==> config.mk <==
export PLATFORM = sky130hd
export DESIGN_NAME = variable_msg_sender
export DESIGN_NICKNAME = d
export VERILOG_FILES = /design/src/rtl/variable_msg_sender.sv
export SDC_FILE = /design/constraint.sdc
export NUM_CORES = 1
export LEC_CHECK = 0
export BUFFER_PORTS_ARGS = -buffer_cell sky130_fd_sc_hd__buf_2
export CELL_PAD_IN_SITES_DETAIL_PLACEMENT = 0
export CELL_PAD_IN_SITES_GLOBAL_PLACEMENT = 2
export CORE_ASPECT_RATIO = 0.6
export CORE_MARGIN = 4
export CORE_UTILIZATION = 36
export CTS_BUF_LIST = sky130_fd_sc_hd__clkbuf_4 sky130_fd_sc_hd__clkbuf_8
export DETAILED_ROUTE_END_ITERATION = 7
export GPL_ROUTABILITY_DRIVEN = 0
export GPL_TIMING_DRIVEN = 0
export PLACE_DENSITY = 0.87
export SYNTH_ARGS = -nofsm -noshare
export SYNTH_HDL_FRONTEND = slang
export SYNTH_SLANG_ARGS = --single-unit
==> constraint.sdc <==
create_clock -name Clock -period 5.7 [get_ports Clock]
set_input_delay 0.285 -clock Clock [delete_from_list [all_inputs] [get_ports Clock]]
set_output_delay 0.285 -clock Clock [all_outputs]
set_load 0.05 [all_outputs]
==> src/rtl/variable_msg_sender.sv <==
// Arduino-link message sender: 8-byte header (sync, count, ID, sequence) followed by
// 0..MAX_DATA_BYTES payload bytes fetched from an external sample RAM.
module variable_msg_sender #(
  parameter logic [15:0] SYNC           = 16'h1234,
  parameter int unsigned MAX_DATA_BYTES = 256,
  parameter int unsigned LEN_WIDTH      = 9,
  parameter int unsigned ADDR_WIDTH     = 8
) (
  input  logic                  Clock,
  input  logic                  Clear,
  input  logic                  Send,
  input  logic [15:0]           MsgID,
  input  logic [15:0]           SeqNumber,
  input  logic [LEN_WIDTH-1:0]  DataLength,
  input  logic                  P2S_Empty,
  input  logic [7:0]            RamData,
  output logic                  Ready,
  output logic                  Done,
  output logic                  LoadByte,
  output logic [7:0]            MsgByte,
  output logic                  RamRead,
  output logic [ADDR_WIDTH-1:0] RamAddr
);

  localparam int unsigned IDX_WIDTH = LEN_WIDTH + 1;
  localparam logic [LEN_WIDTH-1:0] MAX_LEN   = LEN_WIDTH'(MAX_DATA_BYTES);
  localparam logic [IDX_WIDTH-1:0] HDR_BYTES = IDX_WIDTH'(8);

  typedef enum logic [2:0] {
    IDLE, WAIT_EMPTY, FETCH, CAPTURE, LOAD, GUARD, DONE
  } state_t;

  state_t                state, nextState;
  logic [15:0]           msgIdQ, seqQ, count;
  logic [LEN_WIDTH-1:0]  lenQ, lenClamped;
  logic [IDX_WIDTH-1:0]  byteIdx;
  logic                  accept, isHeader, isLast;
  logic [7:0]            headerByte;
  logic                  readyD, doneD, loadByteD, ramReadD;
  logic [7:0]            msgByteD;
  logic [ADDR_WIDTH-1:0] ramAddrD;

  assign accept     = (state == IDLE) && Send;
  assign lenClamped = (DataLength > MAX_LEN) ? MAX_LEN : DataLength;
  assign count      = 16'(HDR_BYTES) + 16'(lenQ);
  assign isHeader   = byteIdx < HDR_BYTES;
  assign isLast     = byteIdx == (HDR_BYTES + IDX_WIDTH'(lenQ) - IDX_WIDTH'(1));

  // Header byte for the current index, little-endian per 16-bit field
  always_comb begin
    headerByte = 8'h00;
    case (byteIdx[2:0])
      3'd0:    headerByte = SYNC[7:0];
      3'd1:    headerByte = SYNC[15:8];
      3'd2:    headerByte = count[7:0];
      3'd3:    headerByte = count[15:8];
      3'd4:    headerByte = msgIdQ[7:0];
      3'd5:    headerByte = msgIdQ[15:8];
      3'd6:    headerByte = seqQ[7:0];
      default: headerByte = seqQ[15:8];
    endcase
  end

  always_ff @(posedge Clock) begin
    if (Clear) state <= IDLE;
    else       state <= nextState;
  end

  always_comb begin
    nextState = state;
    case (state)
      IDLE:       if (Send) nextState = WAIT_EMPTY;
      WAIT_EMPTY: if (P2S_Empty) nextState = isHeader ? LOAD : FETCH;
      FETCH:      nextState = CAPTURE;
      CAPTURE:    nextState = LOAD;
      LOAD:       nextState = GUARD;
      GUARD:      nextState = isLast ? DONE : WAIT_EMPTY;
      DONE:       nextState = IDLE;
      default:    nextState = IDLE;
    endcase
  end

  // Next values of the registered outputs, aligned with the state being entered
  always_comb begin
    readyD    = (nextState == IDLE);
    doneD     = (nextState == DONE);
    loadByteD = (nextState == LOAD);
    ramReadD  = (nextState == FETCH);
    msgByteD  = MsgByte;
    ramAddrD  = RamAddr;
    if (state == WAIT_EMPTY && nextState == LOAD) msgByteD = headerByte;
    if (state == CAPTURE) msgByteD = RamData;
    if (nextState == FETCH) ramAddrD = ADDR_WIDTH'(byteIdx - HDR_BYTES);
  end

  always_ff @(posedge Clock) begin
    if (Clear) begin
      Ready    <= 1'b1;
      Done     <= 1'b0;
      LoadByte <= 1'b0;
      RamRead  <= 1'b0;
      MsgByte  <= 8'h00;
      RamAddr  <= '0;
    end else begin
      Ready    <= readyD;
      Done     <= doneD;
      LoadByte <= loadByteD;
      RamRead  <= ramReadD;
      MsgByte  <= msgByteD;
      RamAddr  <= ramAddrD;
    end
  end

  // Message parameters are frozen at acceptance; index advances after each guard cycle
  always_ff @(posedge Clock) begin
    if (Clear) begin
      msgIdQ  <= '0;
      seqQ    <= '0;
      lenQ    <= '0;
      byteIdx <= '0;
    end else if (accept) begin
      msgIdQ  <= MsgID;
      seqQ    <= SeqNumber;
      lenQ    <= lenClamped;
      byteIdx <= '0;
    end else if (state == GUARD && !isLast) begin
      byteIdx <= byteIdx + IDX_WIDTH'(1);
    end
  end

endmodule

==> results of run 1 <==
-- through the flow --
| stage | util [%] | power [mW] | area (sq um) | setup WS, ns | std cells |
|---|---|---|---|---|---|
| after CTS | 45.1 | 1.18 | 4550 | 2.87 | 696 |
| final | 45.1 | 1.17 | 4550 | 2.80 | 696 |
| after detailed placement | 43.0 | 0.748 | 4340 | 2.89 | 680 |
| after floorplan | - | 0.683 | 3820 | 3.51 | 474 |
| after global routing | 45.1 | 1.23 | 4550 | 2.60 | 696 |
| after global placement | 43.0 | 0.745 | 4340 | 2.88 | 680 |
-- Yosys cell counts (all sizes together), types with 3 or more instances --
master / number
nor4: 7
o21ai: 12
nand2b: 5
inv: 10
ha: 9
a22o: 5
nor2: 25
buf: 9
mux2i: 10
o211ai: 6
nor2b: 3
a21oi: 59
a211oi: 13
xnor2: 9
and2: 4
or3: 6
nor3: 4
a2111oi: 3
nand3b: 3
nand2: 102
clkbuf: 26
nand4: 6
a222oi: 5
a22oi: 3
dfxtp: 74
xor2: 6
nand3: 15
-- critical path, delay by kind of cell (launching register included) --
kind | cells | cell delay [ns]
and+or+nand+nor | 1 | 0.82
AOI/OAI and AO/OA | 3 | 0.82
DFF | 1 | 0.45
adders and majority gates | 1 | 0.39
buffers and inverters | 1 | 0.37
-- how the worst max path moves through the flow --
stage / from / to / slack (ns)
floorplan: lenQ[0] / byteIdx[3] / 3.51
global placement: byteIdx[2] / MsgByte[7] / 2.88
detailed placement: byteIdx[0] / MsgByte[7] / 2.89
CTS: byteIdx[2] / MsgByte[7] / 2.87
global route: byteIdx[2] / MsgByte[7] / 2.60
finish: byteIdx[2] / MsgByte[7] / 2.80
-- layer usage --
metal | vias to the layer above | global-route usage, %
met5 | - | 0
met4 | 0 | 4.31
met3 | 13 | 6.33
met2 | 153 | 25.0
met1 | 1732 | 30.4
li1 | 1855 | -
-- final cells by class --
class	count	share of cell area [%]
clock inverter	4	1.10
tap	135	3.71
clock buffer	12	3.49
timing repair buffer	71	7.81
multi-input combinational	354	47.0
inverter	11	0.908
buffer	35	3.44
sequential	74	32.6
-- flip-flops by register name (all words and copies together), names as in the netlist, 3 cells and up --
name,flops
msgIdQ,16
state,3
byteIdx,10
RamAddr,8
lenQ,9
MsgByte,8
seqQ,16
-- power by group through the flow --
stage,clock network (mW),logic [mW],registers [mW]
final,0.432,0.174,0.563
after global routing,0.465,0.195,0.565
after CTS,0.440,0.174,0.563
after detailed placement,0,0.173,0.575
after global placement,0,0.171,0.574
after floorplan,0,0.103,0.580
-- cells by family (layout without fill, tap and decap cells) --
logic type / count (synthesis) / after routing / share of synthesized area, %
and+or+nand+nor: 191 / 191 / 23.2
AOI/OAI and AO/OA: 128 / 128 / 23.3
DFF: 74 / 74 / 38.8
buffers and inverters: 46 / 133 / 5.18
xor gates and xnor gates: 15 / 15 / 3.64
muxes: 11 / 11 / 2.92
adders and majority gates: 9 / 9 / 2.95
-- cell usage in the layout (no fill, tap or decap), drive strengths merged, types with 3 or more instances in the layout --
| cell type | netlist | final |
|---|---|---|
| xor2 | 6 | 6 |
| o21ai | 12 | 12 |
| nor2b | 3 | 3 |
| and2 | 4 | 4 |
| xnor2 | 9 | 9 |
| mux2i | 10 | 10 |
| inv | 10 | 10 |
| a22oi | 3 | 3 |
| nand2b | 5 | 5 |
| clkbuf | 26 | 38 |
| nand4 | 6 | 6 |
| nand2 | 102 | 102 |
| a2111oi | 3 | 3 |
| a22o | 5 | 5 |
| a21oi | 59 | 59 |
| nor2 | 25 | 25 |
| ha | 9 | 9 |
| nor3 | 4 | 4 |
| a211oi | 13 | 13 |
| dfxtp | 74 | 74 |
| nand3b | 3 | 3 |
| a222oi | 5 | 5 |
| nor4 | 7 | 7 |
| buf | 9 | 80 |
| o211ai | 6 | 6 |
| nand3 | 15 | 15 |
| or3 | 6 | 6 |
==> results.txt, run 1 <==
----------------------------------------------------
[Outcome]
  Result of the run ... finished clean

[Yosys]
  Number of warning messages in the yosys log ... 0
  Post-synthesis net count ... 536
  Post-synthesis register bit count ... 74
  Portion of the post-synthesis area used by sequential elements ... 38.8%
  Per-instance average area after synthesis ... 8.05 sq um
  Unique masters post-synth ... 64
  Number of synthesized flops with an enable pin ... 0
  Dominant synthesized flop cell ... dfxtp_1
  Synth area leaders ... dfxtp_1 39%, nand2_1 10%, a21oi_1 7.7%
  Cell area after synthesis ... 3820 sq um
  Library cell occupying the most area in the post-synthesis netlist ... dfxtp_1
  Number of instances in the synthesized netlist ... 474
  Async set-or-reset flop fraction in the synthesized netlist ... 0%
  Post-synth top area share ... 38.8%

[Timing]
  Total of endpoints with negative setup slack in the final report ... 0
  Slew Limit Headroom ... 27.7%
  Number of max-slew violations in the final report ... 0
  Crit share post-route ... 51.0%
  RSZ-0062 raised after global routing ... false
  Highest clock frequency the design can meet ... 344 MHz
  Final Hold Fails ... 0
  Fin Hold WS ... 0.156 ns
  Clk_skew ... 0.00634 ns
  Setup_tns ... 0 ns
  Slew of the pin with the lowest slew margin ... 1.07 ns
  Tmin final ... 2.90 ns

[Die]
  I/O pin cnt ... 73
  Total core area ... 10100 sq um
  Area of the die ... 12400 sq um
  Vertical die dimension ... 87.8 um
  Number of rows in the core area ... 28
  Initial core utilization ... 37.8%
  X dimension of the die ... 141 um

[Worst setup path]
  Maximum net fanout on the critical path ... 9
  Slack of the worst reg-to-reg path ... 2.80 ns
  Reg-to-reg critical path endpoint ... MsgByte[7]
  Critical path class ... reg2reg
  Cell Chain, Critical Path ... clkinv_1 -> ha_1 -> nor4_1 -> a222oi_1 -> a211o_1 -> a21oi_1
  Worst reg2reg path startpoint ... byteIdx[2]
  Maximum single-stage delay on the critical path ... 0.82 ns
  Cells on worst reg2reg path ... 6
  Capturing element type of the critical path ... flop
  Type of element launching the critical path ... flop
  Req. time, crit path ... 5.99 ns
  Highest-delay cell along the critical path ... nor4_1
  Data arrival time of the critical path ... 3.19 ns

[CTS]
  Worst-path clk slew ... 0.08 ns
  Library cell used as clock root buffer ... clkbuf_8
  Buffers inserted by post-CTS timing repair ... 0
  Number of buffers added by the clock tree synthesis step ... 9
  Max H-tree Level ... 3
  Post-CTS Hold Buffers ... 0
  Post-CTS resize count ... 0
  CTS tree ... done
  Clock Latency Late Sink ... 0.35 ns
  Maximum clock insertion buffer count ... 2
  TritonCTS Sinks ... 74

[Pwr]
  Clk network pwr share ... 36.9%
  Leakage component of the power ... 1.74 nW
  Internal Power ... 0.835 mW
  Relative contribution of sequential cells to total power ... 48.2%
  Power density over the cells ... 257 nW/um^2
  NetSw ... 0.335 mW
  Peak supply drop ... 0.000131 V
  Gate power share ... 14.9%
  Net switching fraction of the power ... 28.6%

[Route]
  Met3 routed WL ... 1170 um
  DRC violation total after the first TritonRoute iteration ... 341
  Detailed Route WL ... 12000 um
  Via count ... 3753
  Residual DRC count ... 0
  Routed wire per std cell ... 17.3 um
  Met2 routed wirelength ... 4340 um
  Met1 Wirelength ... 6410 um
  Top layer used by detailed routing ... met4
  Post-route ant nets ... 0
  Number of vias per cell after detailed routing ... 5.39
  DRT Pass-1 Iters ... 5

[Global route]
  Global route overflow ... 0
  Wire length of the first global-routing pass ... 18500 um
  Number of global-route vias before repair ... 3431
  Total routing resource utilization after global routing ... 19.4%
  Pin count of the biggest net entering global routing ... 13
  Antenna violations before repair ... 0

[Final layout]
  Share of final-layout standard cells stronger than drive strength 1 ... 19.1%
  Count of antenna diodes in the layout ... 0
  Area delta synth->final ... 19.2%
  Flip-flop and latch area ... 1480 sq um
  Fillers ... 1061
  Area of combinational cells with multiple inputs ... 2140 sq um
  Final net count ... 618

[Flow run]
  Max-cap violation count ... 0

[Worst hold path]
  Worst hold path startpoint ... Send
  Count of cells along the worst hold path ... 2
  Capture endpoint of the worst hold path ... Ready
  HP Class ... in2reg

[Placed design]
  Detail Placement HPWL ... 9390 um
  Count of port buffers added during placement ... 71

----------------------------------------------------
No activity file was read; power rests on OpenSTA's default activity.
==> run 2: changes to the inputs <==
Settings changed: CORE_UTILIZATION 36 to 33, PLACE_DENSITY 0.87 to 0.8.
Clock period 5.7 ns to 2.8 ns, I/O delays scaled along.
==> results.txt, run 2 (synthesized netlist as in run 1, its figures left out) <==
----------------------------------------------------
[CTS]
  TritonCTS Sinks ... 74 (unchanged)
  Clock Latency Late Sink ... 0.37 ns (+0.02 ns)
  CTS tree ... done
  Library cell used as clock root buffer ... clkbuf_8
  Number of buffers added by the clock tree synthesis step ... 9 (unchanged)
  Maximum clock insertion buffer count ... 2 (unchanged)
  Worst-path clk slew ... 0.08 ns (about the same)
  Max H-tree Level ... 3 (unchanged)

[Placed design]
  Number of cells after detailed placement ... 705 (+3.7%)
  Count of port buffers added during placement ... 71 (unchanged)
  Post-Place Worst Slack ... -0.00606 ns (-2.89 ns)
  Detail Placement HPWL ... 9620 um (+2.5%)

[Worst setup path]
  Worst reg2reg path startpoint ... lenQ[0]
  Cells on worst reg2reg path ... 9 (+3)
  Type of element launching the critical path ... flop
  Data arrival time of the critical path ... 2.88 ns (-0.31 ns)
  Slack of the worst reg-to-reg path ... 0.22 ns (-2.58 ns)
  Cell family contributing the most delay on the critical path ... compound AO/OA/AOI/OAI gates
  Req. time, crit path ... 3.10 ns (-2.89 ns)
  Cell Chain, Critical Path ... inv_1 -> ha_1 -> nor2b_1 -> o221ai_1 -> nand2_1 -> o32a_2 -> buf_6 -> a211oi_1 -> mux2i_1
  Reg-to-reg critical path endpoint ... byteIdx[7]
  Maximum single-stage delay on the critical path ... 0.49 ns (-0.33 ns)
  Capturing element type of the critical path ... flop
  Critical path class ... reg2reg
  Maximum net fanout on the critical path ... 9 (unchanged)
  Highest-delay cell along the critical path ... dfxtp_1
  Critical path buffer and inverter count ... 2 (+1)

[Route]
  DRC violation total after the first TritonRoute iteration ... 243 (-29%)
  Detailed Route WL ... 12500 um (+3.6%)
  DRT Pass-1 Iters ... 5 (unchanged)
  Number of vias per cell after detailed routing ... 5.10 (-5.5%)
  Post-route ant nets ... 0 (unchanged)
  Residual DRC count ... 0 (unchanged)
  Via count ... 3745 (-0.21%)
  Routed wire per std cell ... 17.0 um (-1.9%)

[Pwr]
  Power after layout ... 2.39 mW (+100%)
  Leakage component of the power ... 1.80 nW (+3.0%)
  Power density over the cells ... 508 nW/um^2 (+98%)
  Peak supply drop ... 0.000216 V (+65%)

[Timing]
  Slew of the pin with the lowest slew margin ... 1.06 ns (-0.00588 ns)
  Final Worst Setup Slack ... 0.217 ns (-2.58 ns)
  RSZ-0062 raised after global routing ... false
  Highest clock frequency the design can meet ... 387 MHz (+12%)
  Final Hold Fails ... 0 (unchanged)
  Clk_skew ... 0.00938 ns (+0.00304 ns)
  Slew Limit Headroom ... 28.1% (+0.40 points)
  Number of max-slew violations in the final report ... 0 (unchanged)
  Crit share post-route ... 92.2% (+41 points)
  Total of endpoints with negative setup slack in the final report ... 0 (unchanged)
  Tmin final ... 2.58 ns (-0.322 ns)

[Worst hold path]
  Count of cells along the worst hold path ... 3 (+1)
  Worst hold path startpoint ... SeqNumber[13]
  HP Class ... in2reg
  Capture endpoint of the worst hold path ... seqQ[13]

[Final layout]
  Area delta synth->final ... 23.4%
  Utilization after layout ... 41.7% (-3.4 points)
  Final non-filler cell total ... 735 (+5.6%)
  Fillers ... 1201 (+13%)
  Most frequent cells in the layout ... 102 x nand2_1, 76 x buf_2, 74 x dfxtp_1
  Share of final-layout standard cells stronger than drive strength 1 ... 19.0% (-0.084 points)
  Most common cell after layout, fill and taps aside ... nand2_1
  Final net count ... 631 (+2.1%)
  Registers with the most flip-flops ... msgIdQ x16, seqQ x16, byteIdx x10

[Flow run]
  Max-cap violation count ... 0 (unchanged)

[Die]
  Area of the die ... 13400 sq um (+8.4%)
  X dimension of the die ... 147 um (+4.2%)
  I/O pin cnt ... 73 (unchanged)
  Vertical die dimension ... 91.3 um (+4.0%)
  Total core area ... 11300 sq um (+12%)
  Initial core utilization ... 33.8% (-4.0 points)
  Number of rows in the core area ... 30 (+7.1%)

[Outcome]
  Result of the run ... finished clean

[Global route]
  Number of global-route vias before repair ... 3686 (+7.4%)
  Pin count of the biggest net entering global routing ... 14 (+1)
  Wire length of the first global-routing pass ... 20100 um (+8.4%)
  Total routing resource utilization after global routing ... 19.0% (-0.35 points)
  Antenna violations before repair ... 0 (unchanged)
  Global route overflow ... 0 (unchanged)

----------------------------------------------------
-- run 2: metal layers --
metal,GRT usage (%),vias up,wire (um)
li1,-,1885,-
met1,30.6,1711,7020
met2,24.4,137,4470
met3,5.19,12,849
met4,3.99,0,117
met5,0,-,0
-- run 2: worst max-delay path by stage --
| stage | to | slack (ns) | start | depth (start not counted) |
|---|---|---|---|---|
| 2_1_floorplan | byteIdx[3] | 0.61 | lenQ[0] | 9 |
| 3_3_place_gp | MsgByte[7] | -0.04 | byteIdx[0] | 6 |
| 3_5_place_dp | MsgByte[7] | -0.006 | byteIdx[2] | 6 |
| 4_1_cts | byteIdx[7] | 0.17 | lenQ[3] | 7 |
| 5_1_grt | MsgByte[7] | 0.009 | byteIdx[2] | 6 |
| 6_report | byteIdx[7] | 0.22 | lenQ[0] | 9 |
-- run 2: worst min-delay path: stages --
cell     delay [ns]
buf_2          0.09
nand2_1        0.04
a21oi_1        0.05
-- run 2: final cells by class --
| cell class | instances | area, sq um | area share [%] |
|---|---|---|---|
| clock inverter | 6 | 63.8 | 1.35 |
| sequential | 74 | 1480 | 31.5 |
| timing repair buffer | 84 | 483 | 10.3 |
| buffer | 35 | 156 | 3.32 |
| antenna | 1 | 2.50 | 0.0531 |
| inverter | 11 | 41.3 | 0.877 |
| multi-input combinational | 354 | 2140 | 45.5 |
| clock buffer | 10 | 138 | 2.92 |
| tap | 160 | 200 | 4.25 |
-- run 2: metrics by stage --
stage          TNS [ns]  hold WS [ns]  area (sq um)
4_1_cts               0      0.000152          4700
3_3_place_gp    -0.0366         0.365          4370
2_1_floorplan         0         0.229          3820
6_report              0        0.0104          4710
5_1_grt               0       0.00131          4710
3_5_place_dp   -0.00606         0.373          4370
-- run 2: repair_timing --
action                                  4_1_cts  5_1_grt
endpoints found under the setup margin        1        2
hold buffers                                 12        0
setup buffers                                 0        1
gates cloned                                  0        0
endpoints found under the hold margin        12        0
resized for setup                             1        0
pin swaps                                     0        1
-- run 2: power by group --
part,internal [mW],total [mW],switching [mW]
Clock,0.436,0.870,0.434
Sequential,1.10,1.15,0.0415
Combinational,0.139,0.374,0.235
Total,1.68,2.39,0.711
==> run 3: changes to the inputs <==
Settings changed: HOLD_SLACK_MARGIN set to 0.08, RECOVER_POWER set to 25.
==> results.txt, run 3 (synthesized netlist as in run 1, its figures left out) <==
----------------------------------------------------
[Final layout]
  Registers with the most flip-flops ... msgIdQ x16, seqQ x16, byteIdx x10
  Most frequent cells in the layout ... 102 x nand2_1, 74 x dfxtp_1, 59 x a21oi_1
  Share of final-layout standard cells stronger than drive strength 1 ... 14.5% (-4.5 points)
  Area delta synth->final ... 31.1%
  Final non-filler cell total ... 767 (+4.4%)
  Area of combinational cells with multiple inputs ... 2140 sq um (unchanged)
  Fillers ... 1187 (-1.2%)
  Final net count ... 663 (+5.1%)
  Utilization after layout ... 44.3% (+2.6 points)
  Most common cell after layout, fill and taps aside ... nand2_1
  Flip-flop and latch area ... 1480 sq um (unchanged)

[Flow run]
  Max-cap violation count ... 0 (unchanged)

[Global route]
  Antenna violations before repair ... 0 (unchanged)
  Number of global-route vias before repair ... 3801 (+3.1%)
  Pin count of the biggest net entering global routing ... 14 (unchanged)
  Global route overflow ... 0 (unchanged)
  Wire length of the first global-routing pass ... 20600 um (+2.9%)
  Total routing resource utilization after global routing ... 19.6% (+0.52 points)

[Pwr]
  Leakage component of the power ... 1.84 nW (+2.5%)
  Power density over the cells ... 484 nW/um^2 (-4.6%)
  Peak supply drop ... 0.000216 V (+0.30%)

[Worst setup path]
  Maximum net fanout on the critical path ... 9 (unchanged)
  Reg-to-reg critical path endpoint ... byteIdx[7]
  Req. time, crit path ... 3.10 ns (about the same)
  Type of element launching the critical path ... flop
  Slack of the worst reg-to-reg path ... 0.21 ns (about the same)
  Cells on worst reg2reg path ... 9 (unchanged)
  Data arrival time of the critical path ... 2.89 ns (about the same)
  Capturing element type of the critical path ... flop
  Critical path class ... reg2reg
  Worst reg2reg path startpoint ... lenQ[0]

[Timing]
  Crit share post-route ... 92.6% (+0.36 points)
  Final Hold Fails ... 0 (unchanged)
  Slew Limit Headroom ... 28.4% (+0.26 points)
  RSZ-0062 raised after global routing ... false
  Tmin final ... 2.59 ns (+0.0102 ns)
  Number of max-slew violations in the final report ... 0 (unchanged)
  Clk_skew ... 0.00841 ns (-0.000968 ns)
  Total of endpoints with negative setup slack in the final report ... 0 (unchanged)
  Slew of the pin with the lowest slew margin ... 1.06 ns (-0.00388 ns)
  Highest clock frequency the design can meet ... 386 MHz (-0.39%)

[CTS]
  Worst-path clk slew ... 0.09 ns (about the same)
  TritonCTS Sinks ... 74 (unchanged)
  Library cell used as clock root buffer ... clkbuf_8
  Max H-tree Level ... 3 (unchanged)
  CTS tree ... done
  Number of buffers added by the clock tree synthesis step ... 9 (unchanged)
  Maximum clock insertion buffer count ... 2 (unchanged)
  Clock Latency Late Sink ... 0.37 ns (about the same)

[Route]
  Detailed Route WL ... 12800 um (+2.7%)
  Number of vias per cell after detailed routing ... 5.07 (-0.59%)
  DRT Pass-1 Iters ... 5 (unchanged)
  Routed wire per std cell ... 16.7 um (-1.5%)
  Residual DRC count ... 0 (unchanged)
  Via count ... 3885 (+3.7%)
  Post-route ant nets ... 0 (unchanged)
  DRC violation total after the first TritonRoute iteration ... 227 (-6.6%)

[Worst hold path]
  HP Class ... in2reg
  Worst hold path startpoint ... RamData[4]
  Count of cells along the worst hold path ... 3 (unchanged)
  Capture endpoint of the worst hold path ... MsgByte[4]

[Die]
  Initial core utilization ... 33.8% (unchanged)
  I/O pin cnt ... 73 (unchanged)
  Vertical die dimension ... 91.3 um (unchanged)
  Number of rows in the core area ... 30 (unchanged)
  Total core area ... 11300 sq um (unchanged)
  Area of the die ... 13400 sq um (unchanged)
  X dimension of the die ... 147 um (unchanged)

[Placed design]
  Detail Placement HPWL ... 9620 um (unchanged)
  Number of cells after detailed placement ... 705 (unchanged)
  Count of port buffers added during placement ... 71 (unchanged)

[Outcome]
  Result of the run ... finished clean

----------------------------------------------------
## run 3: cell count changes in the layout (fill, tap and decap cells not counted), sizes merged
| cell | delta |
|---|---|
| clkbuf | +21 |
| dlygate4sd3 | +32 |
| buf | -21 |
## run 3: power breakdown
group	switching (mW)	internal (mW)	leakage, nW	total [mW]
sequential	0.0422	1.10	0.603	1.15
combinational	0.242	0.166	1.14	0.408
clock	0.433	0.436	0.0987	0.869
## run 3: metrics by stage
stage	area [sq um]	TNS [ns]	setup slack, ns	hold slack, ns	total power, mW
after detailed placement	4370	-0.00606	-0.00606	0.373	1.53
after global placement	4370	-0.0366	-0.0366	0.365	1.52
after floorplan	3820	0	0.608	0.229	1.39
after CTS	5020	0	0.171	0.0822	2.44
final	5000	0	0.207	0.0950	2.42
after global routing	5000	0	0.00877	0.113	2.53
## run 3: layout make-up
class                      instances  area share, %
inverter                          11          0.825
antenna                            1         0.0500
tap                              160           4.00
clock buffer                      10           2.75
timing repair buffer             116           15.6
multi-input combinational        354           42.8
buffer                            35           3.10
clock inverter                     6           1.28
sequential                        74           29.6
## run 3: metal layers
layer	part of all wire, %	global-route usage (%)	routed length [um]	vias to the layer above
met5	0	0	0	-
met1	55	30.7	7090	1785
met4	0.83	3.99	106	0
met3	6.4	5.09	814	9
met2	37	26.2	4790	142
li1	-	-	-	1949
## run 3: worst max path at each step
stage	startpoint	end	slack (ns)	cells after the start
floorplan	lenQ[0]	byteIdx[3]	0.61	9
global placement	byteIdx[0]	MsgByte[7]	-0.04	6
detailed placement	byteIdx[2]	MsgByte[7]	-0.006	6
CTS	lenQ[3]	byteIdx[7]	0.17	7
global route	byteIdx[2]	MsgByte[7]	0.009	6
finish	lenQ[0]	byteIdx[7]	0.21	9
## run 3: repair_timing
item	in CTS	in global routing
endpoints found under the hold margin	44	0
hold buffers	44	0
setup endpoints to repair	1	2
pin swaps	0	1
setup buffers	0	1
resized for setup	1	0
## run 3: worst max-delay path: stages (launching register included)
cell and delay [ns]:
dfxtp_1 0.49, inv_1 0.10, ha_1 0.28, nor2b_1 0.18
o221ai_1 0.21, nand2_1 0.13, o32a_2 0.39, buf_6 0.15
a211oi_1 0.38, mux2i_1 0.22
